===== src/rtl/pattern_pkg.sv =====
// Shared types and constants for the programmable serial pattern scanner.
package pattern_pkg;

    typedef enum logic [1:0] {
        IDLE = 2'd0,
        ARM  = 2'd1,
        SCAN = 2'd2,
        DONE = 2'd3
    } state_e;

    localparam int       CFG_LEN_RST = 1;
    localparam logic     CFG_OVL_RST = 1'b1;

    // Width needed to hold a pattern length of 0..max_len.
    function automatic int calc_len_w(input int max_len);
        return $clog2(max_len + 1);
    endfunction

endpackage


===== src/rtl/pattern_window_cmp.sv =====
// History shift register (newest bit at [0]) and a length-masked compare
// of the would-be next history against the programmed pattern.
module pattern_window_cmp
    import pattern_pkg::*;
#(
    parameter  int MAX_LEN = 8,
    localparam int LEN_W   = calc_len_w(MAX_LEN)
) (
    input  logic               clk,
    input  logic               rst,
    input  logic               clr_i,
    input  logic               shift_i,
    input  logic               bit_i,
    input  logic [MAX_LEN-1:0] pattern_i,
    input  logic [LEN_W-1:0]   len_i,
    output logic               hit_o
);

    logic [MAX_LEN-1:0] hist_q, hist_d, hist_nxt, mask;

    assign hist_nxt = {hist_q[MAX_LEN-2:0], bit_i};

    always_comb begin
        mask = '0;
        for (int i = 0; i < MAX_LEN; i++) begin
            mask[i] = (i < int'(len_i));
        end
        hit_o = (((hist_nxt ^ pattern_i) & mask) == '0);
    end

    always_comb begin
        hist_d = hist_q;
        if (clr_i) begin
            hist_d = '0;
        end else if (shift_i) begin
            hist_d = hist_nxt;
        end
    end

    always_ff @(posedge clk or negedge rst) begin
        if (!rst) begin
            hist_q <= '0;
        end else begin
            hist_q <= hist_d;
        end
    end

endmodule


===== src/rtl/pattern_scan_ctrl.sv =====
// Frame-bounded scan controller: config latch, start/busy/done handshake,
// bit metering, match counting and first-match position capture.
module pattern_scan_ctrl
    import pattern_pkg::*;
#(
    parameter  int MAX_LEN = 8,
    parameter  int CNT_W   = 8,
    localparam int LEN_W   = calc_len_w(MAX_LEN)
) (
    input  logic               clk,
    input  logic               rst,
    input  logic               cfg_we,
    input  logic [MAX_LEN-1:0] cfg_pattern,
    input  logic [LEN_W-1:0]   cfg_len,
    input  logic               cfg_overlap,
    input  logic               start,
    input  logic [CNT_W-1:0]   frame_len,
    input  logic               in_valid,
    input  logic               in,
    output logic               in_ready,
    output logic               busy,
    output logic               match,
    output logic [CNT_W-1:0]   match_cnt,
    output logic               first_found,
    output logic [CNT_W-1:0]   first_pos,
    output logic               done
);

    state_e             state_q, state_d;
    logic [MAX_LEN-1:0] pat_q, pat_d;
    logic [LEN_W-1:0]   len_q, len_d, fill_q, fill_d, fill_inc;
    logic               ovl_q, ovl_d;
    logic [CNT_W-1:0]   flen_q, flen_d, idx_q, idx_d, cnt_q, cnt_d, pos_q, pos_d;
    logic               found_q, found_d, match_q, match_d;
    logic               accept, hit, hit_now;

    assign accept   = in_valid && (state_q == SCAN);
    assign fill_inc = (fill_q >= LEN_W'(MAX_LEN)) ? fill_q : fill_q + 1'b1;
    assign hit_now  = accept && hit && (fill_inc >= len_q);

    pattern_window_cmp #(.MAX_LEN(MAX_LEN)) u_win (
        .clk       (clk),
        .rst       (rst),
        .clr_i     (state_q == ARM),
        .shift_i   (accept),
        .bit_i     (in),
        .pattern_i (pat_q),
        .len_i     (len_q),
        .hit_o     (hit)
    );

    always_comb begin
        state_d = state_q;
        pat_d   = pat_q;
        len_d   = len_q;
        ovl_d   = ovl_q;
        flen_d  = flen_q;
        idx_d   = idx_q;
        fill_d  = fill_q;
        cnt_d   = cnt_q;
        found_d = found_q;
        pos_d   = pos_q;
        match_d = 1'b0;
        case (state_q)
            IDLE: begin
                if (cfg_we) begin
                    pat_d = cfg_pattern;
                    ovl_d = cfg_overlap;
                    if (cfg_len == '0) begin
                        len_d = LEN_W'(1);
                    end else if (cfg_len > LEN_W'(MAX_LEN)) begin
                        len_d = LEN_W'(MAX_LEN);
                    end else begin
                        len_d = cfg_len;
                    end
                end
                if (start) begin
                    flen_d = frame_len;
                    // An empty frame skips ARM, so its results are cleared here.
                    if (frame_len == '0) begin
                        state_d = DONE;
                        cnt_d   = '0;
                        found_d = 1'b0;
                        pos_d   = '0;
                    end else begin
                        state_d = ARM;
                    end
                end
            end
            ARM: begin
                idx_d   = '0;
                fill_d  = '0;
                cnt_d   = '0;
                found_d = 1'b0;
                pos_d   = '0;
                state_d = SCAN;
            end
            SCAN: begin
                if (accept) begin
                    idx_d  = idx_q + 1'b1;
                    fill_d = fill_inc;
                    if (hit_now) begin
                        match_d = 1'b1;
                        cnt_d   = (cnt_q == '1) ? cnt_q : cnt_q + 1'b1;
                        if (!found_q) begin
                            found_d = 1'b1;
                            pos_d   = idx_q;
                        end
                        if (!ovl_q) begin
                            fill_d = '0;
                        end
                    end
                    if (idx_q + 1'b1 == flen_q) begin
                        state_d = DONE;
                    end
                end
            end
            DONE:    state_d = IDLE;
            default: state_d = IDLE;
        endcase
    end

    always_ff @(posedge clk or negedge rst) begin
        if (!rst) begin
            state_q <= IDLE;
            pat_q   <= '0;
            len_q   <= LEN_W'(CFG_LEN_RST);
            ovl_q   <= CFG_OVL_RST;
            flen_q  <= '0;
            idx_q   <= '0;
            fill_q  <= '0;
            cnt_q   <= '0;
            found_q <= 1'b0;
            pos_q   <= '0;
            match_q <= 1'b0;
        end else begin
            state_q <= state_d;
            pat_q   <= pat_d;
            len_q   <= len_d;
            ovl_q   <= ovl_d;
            flen_q  <= flen_d;
            idx_q   <= idx_d;
            fill_q  <= fill_d;
            cnt_q   <= cnt_d;
            found_q <= found_d;
            pos_q   <= pos_d;
            match_q <= match_d;
        end
    end

    assign in_ready    = (state_q == SCAN);
    assign busy        = (state_q != IDLE);
    assign done        = (state_q == DONE);
    assign match       = match_q;
    assign match_cnt   = cnt_q;
    assign first_found = found_q;
    assign first_pos   = pos_q;

endmodule


===== config.mk =====
export PLATFORM = sky130hd
export DESIGN_NAME = pattern_scan_ctrl
export DESIGN_NICKNAME = d
export VERILOG_FILES = /design/src/rtl/pattern_pkg.sv /design/src/rtl/pattern_window_cmp.sv /design/src/rtl/pattern_scan_ctrl.sv
export SDC_FILE = /design/constraint.sdc
export NUM_CORES = 1
export LEC_CHECK = 0
export CORE_MARGIN = 3
export CORE_UTILIZATION = 41
export DETAILED_ROUTE_END_ITERATION = 6
export PLACE_DENSITY = 0.61
export REMOVE_ABC_BUFFERS = 1
export SETUP_SLACK_MARGIN = 0.5
export SLEW_MARGIN = 20
export SYNTH_ARGS = -nofsm -noshare
export SYNTH_HDL_FRONTEND = slang
export SYNTH_SLANG_ARGS = --single-unit

===== constraint.sdc =====
create_clock -name clk -period 5.6 [get_ports clk]
set_input_delay 1.68 -clock clk [delete_from_list [all_inputs] [get_ports clk]]
set_output_delay 1.68 -clock clk [all_outputs]
set_load 0.01 [all_outputs]

Word-level counts from Yosys, hierarchy flattened
Index checks and enable logic that the tools add are counted.
{ "totals": {"reg_bits": 60, "inputBits": 27, "out_inout_bits": 21, "wordCells": 92} }
{ "op_classes": {"addsub": 3, "n_lt_le_gt_ge": 11, "eq_ne": 12, "n_mux": 34, "bitwise": 2, "reduce_logical": 18} }
{ "op_table": {"columns": ["op", "count"], "rows": [
  ["two-way mux 8 bit", 9],
  ["case mux 8 bit (3 select lines)", 2],
  ["two-way mux 4 bit", 6],
  ["adder 8 x 1 -> 8 bit, second input constant", 2],
  ["zero test 8 bit", 2],
  ["less-than comparator 3 x 4 -> 1 bit, first input constant", 4],
  ["case mux 8 bit (2 select lines)", 1],
  ["two-way mux 7 bit", 2],
  ["AND reduction 6 bit", 2],
  ["bitwise AND 8 bit", 1],
  ["== test 8 bit", 1],
  ["== test 8 bit, second input constant", 1],
  ["less-than comparator 1 x 4 -> 1 bit, first input constant", 2],
  ["less-than comparator 2 x 4 -> 1 bit, first input constant", 2],
  ["two-way mux 2 bit", 4],
  ["inequality test 2 bit, second input constant", 4],
  ["case mux 2 bit (4 select lines)", 1],
  ["case mux 4 bit (2 select lines)", 1],
  ["bitwise XOR 8 bit", 1],
  ["two-way mux 1 bit", 7],
  ["inequality test 2 x 1 -> 1 bit, second input constant", 3],
  ["AND reduction 2 bit", 3],
  ["nonzero test 2 bit", 3],
  ["AND reduction 5 bit", 1],
  ["other kinds (12)", 15]
]} }

Depth between registers and ports, before layout
Gate-level depths: netlist (run 1).
{ "logic_depth": {"depth_word": 8, "depth_mapped": 10, "depth_no_buf": 10} }

By module
Synthesis (run 1) repeated with hierarchy kept, for this count alone.
{ "hier_totals": {"cells_unflattened": 308, "hier_area_um2": 3224.3} }
{ "by_module_without_submodules": {"columns": ["module", "n_inst", "cells_per_inst", "area_each_um2", "seq_area_each_um2"], "rows": [
  ["pattern_scan_ctrl", 1, 263, 2791.4, 1328.8],
  ["pattern_window_cmp", 1, 45, 432.9, 175.2]
]} }

Least setup slack after synthesis (run 1)
Ideal clock, no wire load.
{ "synth_path": {"kind": "input port to flip-flop", "start": "in frame_len[5]", "end": "reg pos_q[1] (netlist: first_pos[1])", "arrival_ns": 3.147, "t_required_ns": 5.514, "path_slack_ns": 2.368, "cell_stages": 6, "path_buffers": 1, "cell_sequence": "nor4_1 nand3_1 a221o_1 clkbuf_1 or3_4 o221ai_2"} }
{ "synth_between": {"elab_chain_cells": 3} }
{ "synth_lines": {"columns": ["item", "line_no", "text"], "rows": [
  ["start, declared", "pattern_scan_ctrl.sv:17", "input logic [CNT_W-1:0] frame_len,"],
  ["zero test 8 bit", "pattern_scan_ctrl.sv:80", "if (frame_len == '0) begin"],
  ["inequality test 2 bit (no line)", null, null],
  ["AND reduction 6 bit (no line)", null, null],
  ["end signal, assigned", "pattern_scan_ctrl.sv:146", "pos_q <= pos_d;"],
  ["end, declared", "pattern_scan_ctrl.sv:33", "logic [CNT_W-1:0] flen_q, flen_d, idx_q, idx_d, cnt_q, cnt_d, pos_q, pos_d;"]
]} }
No other way between the ends.
A chain may end at the register's enable or synchronous reset.

Worst setup path in the final report (run 1)
{ "layout_path": {"start": "in frame_len[1]", "end": "reg cnt_q[0] (netlist: match_cnt[0])"} }
{ "layout_between": {"elab_chain_cells": 3} }
{ "layout_lines": {"columns": ["item", "line_no", "text"], "rows": [
  ["zero test 8 bit", "pattern_scan_ctrl.sv:80", null],
  ["inequality test 2 bit (no line)", null, null],
  ["AND reduction 6 bit (no line)", null, null],
  ["end signal, assigned", "pattern_scan_ctrl.sv:144", "cnt_q <= cnt_d;"],
  ["end, declared", "pattern_scan_ctrl.sv:33", null]
]} }
No other way between the ends.

==> results of run 1 <==
tightest hold or removal path, cell delays in order (launching register included):
cell and delay, ns:
dfrtp_1 0.36, nand2_1 0.07, o221ai_2 0.05
synthesized netlist by cell type, types with 2 or more instances:
master,number,area (sq um)
a21o_1,2,15.01
a21oi_1,18,90.09
a221o_1,3,30.03
a31oi_1,7,43.79
a32o_1,3,30.03
a41oi_1,2,17.52
and2_1,3,18.77
and3_1,4,25.02
buf_1,2,7.510
clkbuf_1,14,52.55
dfrtp_1,58,1451
dfstp_2,2,52.55
ha_1,13,162.7
inv_1,16,60.06
mux2_2,19,214.0
mux2i_1,2,20.02
nand2_1,49,183.9
nand2b_1,8,50.05
nand3_1,15,75.07
nor2_1,11,41.29
nor2b_1,2,12.51
nor3_1,9,45.04
nor4_1,3,18.77
o211ai_1,12,90.09
o21ai_0,11,55.05
o221ai_2,4,60.06
o22ai_1,2,12.51
o311ai_1,2,17.52
o31ai_1,7,52.55
or3_1,2,12.51
xnor2_1,13,113.9
xor2_1,5,43.79
state kept, by name, summed over array words and instances (netlist names):
name          count
first_found       1
match_cnt         8
u_win.hist_q      7
len_q             4
ovl_q             1
state_q           2
flen_q            8
idx_q             8
match             1
first_pos         8
pat_q             8
fill_q            4
logic make-up (layout without fill, tap and decap cells):
logic type / after synthesis / in the layout / share of synthesized area
AND/OR/NAND/NOR: 113 / 113 / 0.1579
multiplexers: 21 / 21 / 0.06883
flip-flops: 60 / 60 / 0.4424
adder cells (fa/ha/maj): 13 / 13 / 0.04785
XOR/XNOR: 18 / 18 / 0.04637
buffers and inverters: 34 / 85 / 0.03791
AO/OA/AOI/OAI: 87 / 87 / 0.1988
metal layers:
metal	wire length, um	share of wire	vias to the layer above
met3	302	0.040	12
met5	0	0	-
li1	-	-	1354
met1	3559	0.47	1321
met2	3566	0.47	50
met4	129	0.017	0
final timing paths:
kind                               from           end  slack [ns]  cells past startpoint
max                        frame_len[1]  match_cnt[0]        1.94                      6
min                        first_pos[1]  first_pos[1]        0.51                      2
max reg2reg                   fill_q[0]  first_pos[5]        2.77                     10
min reg2reg                first_pos[1]  first_pos[1]        0.51                      2
max in group asynchronous           rst     flen_q[2]        3.61                      2
min in group asynchronous           rst      len_q[1]        1.50                      2
layout make-up:
| class | instances | area (sq um) | share of cell area |
|---|---|---|---|
| Clock buffer | 12 | 165.2 | 0.03932 |
| Clock inverter | 4 | 70.07 | 0.01668 |
| Inverter | 17 | 63.81 | 0.01519 |
| Multi-Input combinational cell | 252 | 1767 | 0.4206 |
| Sequential cell | 60 | 1504 | 0.3581 |
| Tap cell | 102 | 127.6 | 0.03038 |
| Timing Repair Buffer | 52 | 503.0 | 0.1197 |
power groups by stage:
stage / combinational [mW] / clock, mW / sequential [mW]
final: 0.652 / 0.456 / 0.650
after floorplan: 0.480 / 0 / 0.623
after CTS: 0.660 / 0.471 / 0.651
after global placement: 0.645 / 0 / 0.656
after detailed placement: 0.658 / 0 / 0.658
after global routing: 0.733 / 0.486 / 0.667
per-stage QoR:
step             util  cells  hold slack, ns
4_1_cts        0.5325    499          0.5160
5_1_grt        0.5325    499          0.5362
3_3_place_gp   0.5027    483          0.5033
2_1_floorplan       -    329          0.4751
3_5_place_dp   0.5027    483          0.5048
6_report       0.5325    499          0.5107
==> results.toml, run 1 <==
[final_layout]
diodes = 0
final_cell_area_sq_um = 4200
n_fill_cell = 727
fin_nets = 432
area_delta_synth_final_pct = 23.56
final_cell_mix = "58 x dfrtp_1, 49 x nand2_1, 46 x clkdlybuf4s50_1"
layout_commonest_cell = "dfrtp_1"
drive_gt1_frac = 0.1385

[placed_design]
pre_cts_ws_ns = 1.551
gp_congestion = 0.8218
io_buffers = 47
dp_hpwl_mm = 5.365
dpl_cell_area_sq_um = 3965

[floorplan]
rows = 32
fp.dieW_um = 97.06
die_y_um = 97.06
core_sq_um = 7888
dieArea_sq_um = 9420
start_util = 0.4310
num_io_pins = 48

[sta]
rsz0062_at_grt = "no"
tns_ns = 0
relSlewSlack = 0.4179
hold_viol_final = 0
timing.final.ws_setup_ns = 1.938
fin_crit_ns = 3.662
tightestPinTransition_ns = 0.8731
fmax_mhz = 273.1
fin_crit_sh = 0.6538
final_max_slew_viol_count = 0
setup_viol = 0
skew_ns = 0.005066

[cts]
htree_num_levels = 3
post_cts_resized = 0
cts_root_buf = "clkbuf_8"
cts_sinks = 60
hold_buffers = 0
clk_pin_slew_ns = 0.06
cts_setup_buffers = 0
cts_tree = "built"
cts_buffers = 9
insertion_delay_ns = 0.34
cts_buffer_depth = 2

[worst_setup_path]
cp.required_ns = 5.84
worstSetupEndpointType = "register"
slowest_stage = "a221o_1"
cpPeakStageDelay_ns = 0.60
start_kind = "primary input"
worstPathArrival_ns = 3.90
crit_buf_inv = 1
crit_family = "simple AND/OR/NAND/NOR gates"
cp_max_fo = 20
crit_path_cell_trace = "clkdlybuf4s50_1, nor4_1, nand3_1, a221o_1, or3_1, o311ai_1"
path_class = "primary input to register"

[drt]
drtIter0Drc = 87
vias = 2737
vias_per_cell = 5.485
wl_mm = 7.558
antenna_left = 0
first_pass_iters = 4
routedWlPerCell_um = 15.15
drc_errors = 0

[grt]
grt_pass1_vias = 2658
busiest_layer = "met2"
grtUsageMet3 = 0.03733
antenna_found_initial = 0
met1_usage = 0.2356
overflow = 0
grt_max_degree = 61
track_usage = 0.1680
grt_pass1_wl_mm = 13.02
gr-usage-met2 = 0.2569

[logic_synthesis]
ys_seq_area_frac = 0.4424
synth.avg_cell_area_sq_um = 9.825
synth_cell_types = 55
synth_edf_count = 0
synthArstFlopShare = 1.000
ys.flop_type = "dfrtp_1"
syn-cell-area_sq_um = 3400
syn-instance-count = 346
ys_warn_count = 0
ys_seq_elements = 60

[pwr]
vdd_drop_max_mv = 0.2197
comb_power_share = 0.371
p_leak_nw = 1.681
power_mw = 1.757
powerDensity_nw_per_um2 = 418.4
clkPwrFrac = 0.260
pwr-share-seq = 0.370
internal_power_mw = 1.121
power_switching_uw = 636.1
p_sw_frac = 0.3619

[worst_hold_path]
hold_path.class = "register to register"

[run_status]
status = "finished clean"

[run]
cap_viol_max_count = 0
Note: power is estimated with default switching activity, not from simulation.
==> run 2: changes to the inputs <==
==> constraint.sdc (replaced) <==
create_clock -name clk -period 3.61 [get_ports clk]
set_input_delay 1.083 -clock clk [delete_from_list [all_inputs] [get_ports clk]]
set_output_delay 1.083 -clock clk [all_outputs]
set_load 0.01 [all_outputs]
==> results.toml, run 2 (same netlist as run 1, synthesis figures left out) <==
[grt]
grt_pass1_vias = 2683
track_usage = 0.1732
grt_pass1_wl_mm = 13.41
overflow = 0
grt_max_degree = 43
antenna_found_initial = 0

[cts]
cts_buffer_depth = 2
cts_root_buf = "clkbuf_8"
insertion_delay_ns = 0.34
cts_sinks = 60
cts_buffers = 9
hold_buffers = 0
clk_pin_slew_ns = 0.07
htree_num_levels = 3
cts_setup_buffers = 0
cts_tree = "built"

[floorplan]
num_io_pins = 48
core_sq_um = 7888
start_util = 0.4310
dieArea_sq_um = 9420
rows = 32
die_y_um = 97.06
fp.dieW_um = 97.06

[sta]
fin_crit_ns = 2.895
final_max_slew_viol_count = 0
relSlewSlack = 0.5763
skew_ns = 0.009178
fin_crit_sh = 0.8020
tns_ns = 0
timing.final.ws_setup_ns = 0.7146
fmax_mhz = 345.4
setup_viol = 0
rsz0062_at_grt = "no"
tightestPinTransition_ns = 0.6341
hold_viol_final = 0

[final_layout]
stdcell_count = 503
drive_gt1_frac = 0.1446
diodes = 0
final_cell_mix = "58 x dfrtp_1, 49 x nand2_1, 46 x clkdlybuf4s50_1"
area_delta_synth_final_pct = 23.81
fin_nets = 436
layout_commonest_cell = "dfrtp_1"
n_fill_cell = 725

[drt]
antenna_left = 0
drc_errors = 0
routedWlPerCell_um = 15.85
vias = 2798
wl_mm = 7.973
drtIter0Drc = 106
vias_per_cell = 5.563
first_pass_iters = 4

[placed_design]
io_buffers = 47
pre_cts_ws_ns = 0.3367
dp_hpwl_mm = 5.765
dpl.cell_count = 487
gp_congestion = 0.8082

[run_status]
status = "finished clean"

[worst_setup_path]
worstPathArrival_ns = 3.12
slowest_stage = "clkdlybuf4s50_1"
crit_path_cell_trace = "clkdlybuf4s50_1, xnor2_1, a31oi_1, a2111oi_4, o2111ai_4, inv_2, nand2b_1, a32o_1"
cpPeakStageDelay_ns = 0.51
cp_max_fo = 11
start_kind = "primary input"
path_class = "primary input to register"
cp.required_ns = 3.84
worstSetupEndpointType = "register"

[worst_hold_path]
hold_path.class = "register to register"

[pwr]
powerDensity_nw_per_um2 = 642.8
p_leak_nw = 1.679
vdd_drop_max_mv = 0.2914

[run]
cap_viol_max_count = 0
-- run 2: changes by cell type in the layout (fill, tap and decap cells not counted) --
cell / change
clkinvlp_4: +1
clkbuf_8: -3
clkbuf_1: +2
ha_1: -1
buf_4: +5
buf_2: -1
ha_2: +1
-- run 2: through the flow --
stage | utilization | hold WS [ns] | area, sq um | power [mW]
CTS | 0.5330 | 0.5187 | 4204 | 2.737
detailed placement | 0.5065 | 0.5033 | 3995 | 2.068
finish | 0.5336 | 0.5166 | 4209 | 2.706
global placement | 0.5065 | 0.5052 | 3995 | 2.041
floorplan | - | 0.4751 | 3334 | 1.712
global route | 0.5336 | 0.5330 | 4209 | 2.896
-- run 2: final timing paths --
| kind | startpoint | to | slack (ns) | cells past startpoint |
|---|---|---|---|---|
| worst max-delay path | in | fill_q[3] | 0.71 | 8 |
| worst min-delay path | len_q[0] | len_q[0] | 0.52 | 2 |
| worst max register to register | fill_q[0] | match_cnt[1] | 0.79 | 10 |
| worst min register to register | len_q[0] | len_q[0] | 0.52 | 2 |
| max in group asynchronous | rst | flen_q[0] | 2.25 | 2 |
| min in group asynchronous | rst | pat_q[0] | 0.72 | 1 |
-- run 2: worst max-delay path: cells and delay by family --
kind / cells / cell delay, ns
compound gates: 4 / 1.03
xor+xnor: 1 / 0.13
buf+inv: 2 / 0.75
simple gates: 1 / 0.13
-- run 2: cell type report --
type	count	area, sq um	share of cell area
timing repair buffer	56	535.5	0.1272
sequential	60	1504	0.3573
multi-input combinational	252	1769	0.4203
clock inverter	5	77.57	0.01843
tap	102	127.6	0.03032
clock buffer	11	131.4	0.03121
inverter	17	63.81	0.01516
-- run 2: timing repair --
action	CTS	global route
hold endpoints to repair	0	0
resized for setup	0	1
setup endpoints to repair	0	1
-- run 2: layer usage --
metal	track usage	vias up	wire length, um
li1	-	1357	-
met1	0.2405	1383	3852
met2	0.2670	51	3767
met3	0.04164	7	271
met4	0.05508	0	80
met5	0	-	0
-- run 2: report_power, final --
part / leakage [nW] / internal (mW) / total, mW / switching (mW)
sequential: 0.787 / 0.836 / 1.01 / 0.173
clock: 0.103 / 0.387 / 0.660 / 0.273
combinational: 0.789 / 0.485 / 1.04 / 0.552
total: 1.68 / 1.71 / 2.71 / 0.998
==> run 3: changes to the inputs <==
--- a/config.mk
+++ b/config.mk
@@ -8,7 +8,7 @@
 export CORE_MARGIN = 3
 export CORE_UTILIZATION = 41
 export DETAILED_ROUTE_END_ITERATION = 6
-export PLACE_DENSITY = 0.61
+export PLACE_DENSITY = 0.63
 export REMOVE_ABC_BUFFERS = 1
 export SETUP_SLACK_MARGIN = 0.5
 export SLEW_MARGIN = 20
==> constraint.sdc (replaced) <==
create_clock -name clk -period 2.41 [get_ports clk]
set_input_delay 0.723 -clock clk [delete_from_list [all_inputs] [get_ports clk]]
set_output_delay 0.723 -clock clk [all_outputs]
set_load 0.01 [all_outputs]
==> results.toml, run 3 (same netlist as run 1, synthesis figures left out) <==
[run_status]
status = "finished with violations"
violations = "negative setup slack"

[final_layout]
diodes = 0
regArea_sq_um = 1510
drive_gt1_frac = 0.3392
area_delta_synth_final_pct = 44.61
final_cell_mix = "53 x dfrtp_1, 49 x nand2_1, 48 x buf_4"
fin_util = 0.6233
multiInputGateArea_sq_um = 1961
fin_nets = 492
layout_commonest_cell = "dfrtp_1"
n_fill_cell = 678

[cts]
cts_tree = "built"
insertion_delay_ns = 0.35
cts_sinks = 60
clk_pin_slew_ns = 0.08
cts_buffer_depth = 2
htree_num_levels = 3
cts_buffers = 9
cts_root_buf = "clkbuf_8"

[drt]
drc_errors = 0
routedWlPerCell_um = 16.13
wl_mm = 9.017
antenna_left = 0
drtIter0Drc = 165
vias_per_cell = 5.467
vias = 3056
first_pass_iters = 4

[sta]
relSlewSlack = 0.6231
rsz0062_at_grt = "yes"
timing.final.ws_setup_ns = -0.07056
fin_crit_ns = 2.481
setup_viol = 15
fmax_mhz = 403.1
fin_crit_sh = 1.029
tightestPinTransition_ns = 0.5653
holdWs_ns = 0.3680
final_max_slew_viol_count = 0
tns_ns = -0.5377
hold_viol_final = 0
skew_ns = 0.009429

[grt]
overflow = 0
grt_max_degree = 24
antenna_found_initial = 0
track_usage = 0.1934
grt_pass1_wl_mm = 14.88
grt_pass1_vias = 3042

[floorplan]
core_sq_um = 7888
rows = 32
fp.dieW_um = 97.06
dieArea_sq_um = 9420
start_util = 0.4310
die_y_um = 97.06
num_io_pins = 48

[worst_setup_path]
cp.required_ns = 2.62
worstSetupEndpointType = "register"
start_kind = "register"
cp_max_fo = 8
worst-r2r-cell-count = 11
worstPathArrival_ns = 2.69
path_class = "register to register"
reg2reg_to = "match_cnt[6]"
r2r_start = "fill_q[0]"
startpoint = "fill_q[0]"
reg2reg_slack_ns = -0.07

[pwr]
pwr-share-seq = 0.312
vdd_drop_max_mv = 0.5588
power_switching_mw = 1.765
p_sw_frac = 0.3630
p_leak_nw = 2.109
internal_power_mw = 3.097
clkPwrFrac = 0.235
comb_power_share = 0.453
powerDensity_nw_per_um2 = 989.0

[run]
cap_viol_max_count = 0

[worst_hold_path]
hold_path.class = "primary input to asynchronous set/reset pin"

[placed_design]
io_buffers = 47
gp_congestion = 0.8431
dp_hpwl_mm = 6.024
-- run 3: cell count changes in the layout (fill, tap and decap cells not counted), moves of 6 or more --
cell and change:
inv_1 -6, buf_6 +18, clkdlybuf4s50_1 -26, ha_4 +6, dlygate4sd2_1 +22, buf_4 +38
-- run 3: worst max path at each step --
stage | to | cells past startpoint | slack, ns
2_1_floorplan | match_cnt[5] | 7 | -0.53
3_3_place_gp | match_cnt[4] | 7 | -0.44
3_5_place_dp | fill_q[3] | 8 | -0.48
4_1_cts | match_cnt[5] | 10 | -0.06
5_1_grt | first_pos[6] | 11 | -0.16
6_report | match_cnt[6] | 11 | -0.07
-- run 3: repair_timing --
action | CTS | global route
buffers inserted | 24 | 8
pin swaps | 26 | 15
gates cloned | 1 | 0
endpoints found under the setup margin | 59 | 42
hold buffers | 0 | 0
resized for setup | 78 | 25
-- run 3: per-stage QoR --
step / instance area [sq um] / std cells / setup slack, ns / total power, mW
6_report: 4916 / 559 / -0.07056 / 4.862
5_1_grt: 4916 / 559 / -0.1627 / 5.157
4_1_cts: 4753 / 551 / -0.06485 / 4.686
3_5_place_dp: 4168 / 510 / -0.4841 / 3.247
3_3_place_gp: 4168 / 510 / -0.4406 / 3.187
2_1_floorplan: 3334 / 329 / -0.5289 / 2.564
-- run 3: critical path: stages (launching register included) --
cell	delay, ns
dfrtp_1	0.41
inv_2	0.07
ha_4	0.18
mux2_4	0.29
ha_4	0.23
a21o_1	0.15
a211o_1	0.32
o2111ai_4	0.18
inv_4	0.13
buf_4	0.16
o2111ai_1	0.09
o211ai_1	0.12
-- run 3: layout make-up --
cell class	count	area share
flip-flops and latches	60	0.3072
repair buffers	112	0.2021
well taps	102	0.02596
clock buffers	10	0.02800
inverters	17	0.01527
multi-input cells	252	0.3988
clock inverters	6	0.02265
-- run 3: power groups by stage --
stage,clock (mW),sequential [mW],combinational [mW]
CTS,1.16,1.50,2.02
detailed placement,0,1.52,1.73
floorplan,0,1.45,1.12
finish,1.14,1.52,2.20
global route,1.21,1.55,2.40
global placement,0,1.50,1.68
-- run 3: per-layer routing --
layer | share of wire | global-route usage
met2 | 0.49 | 0.3084
met5 | 0 | 0
met1 | 0.45 | 0.2570
met4 | 0.017 | 0.06695
met3 | 0.044 | 0.04738
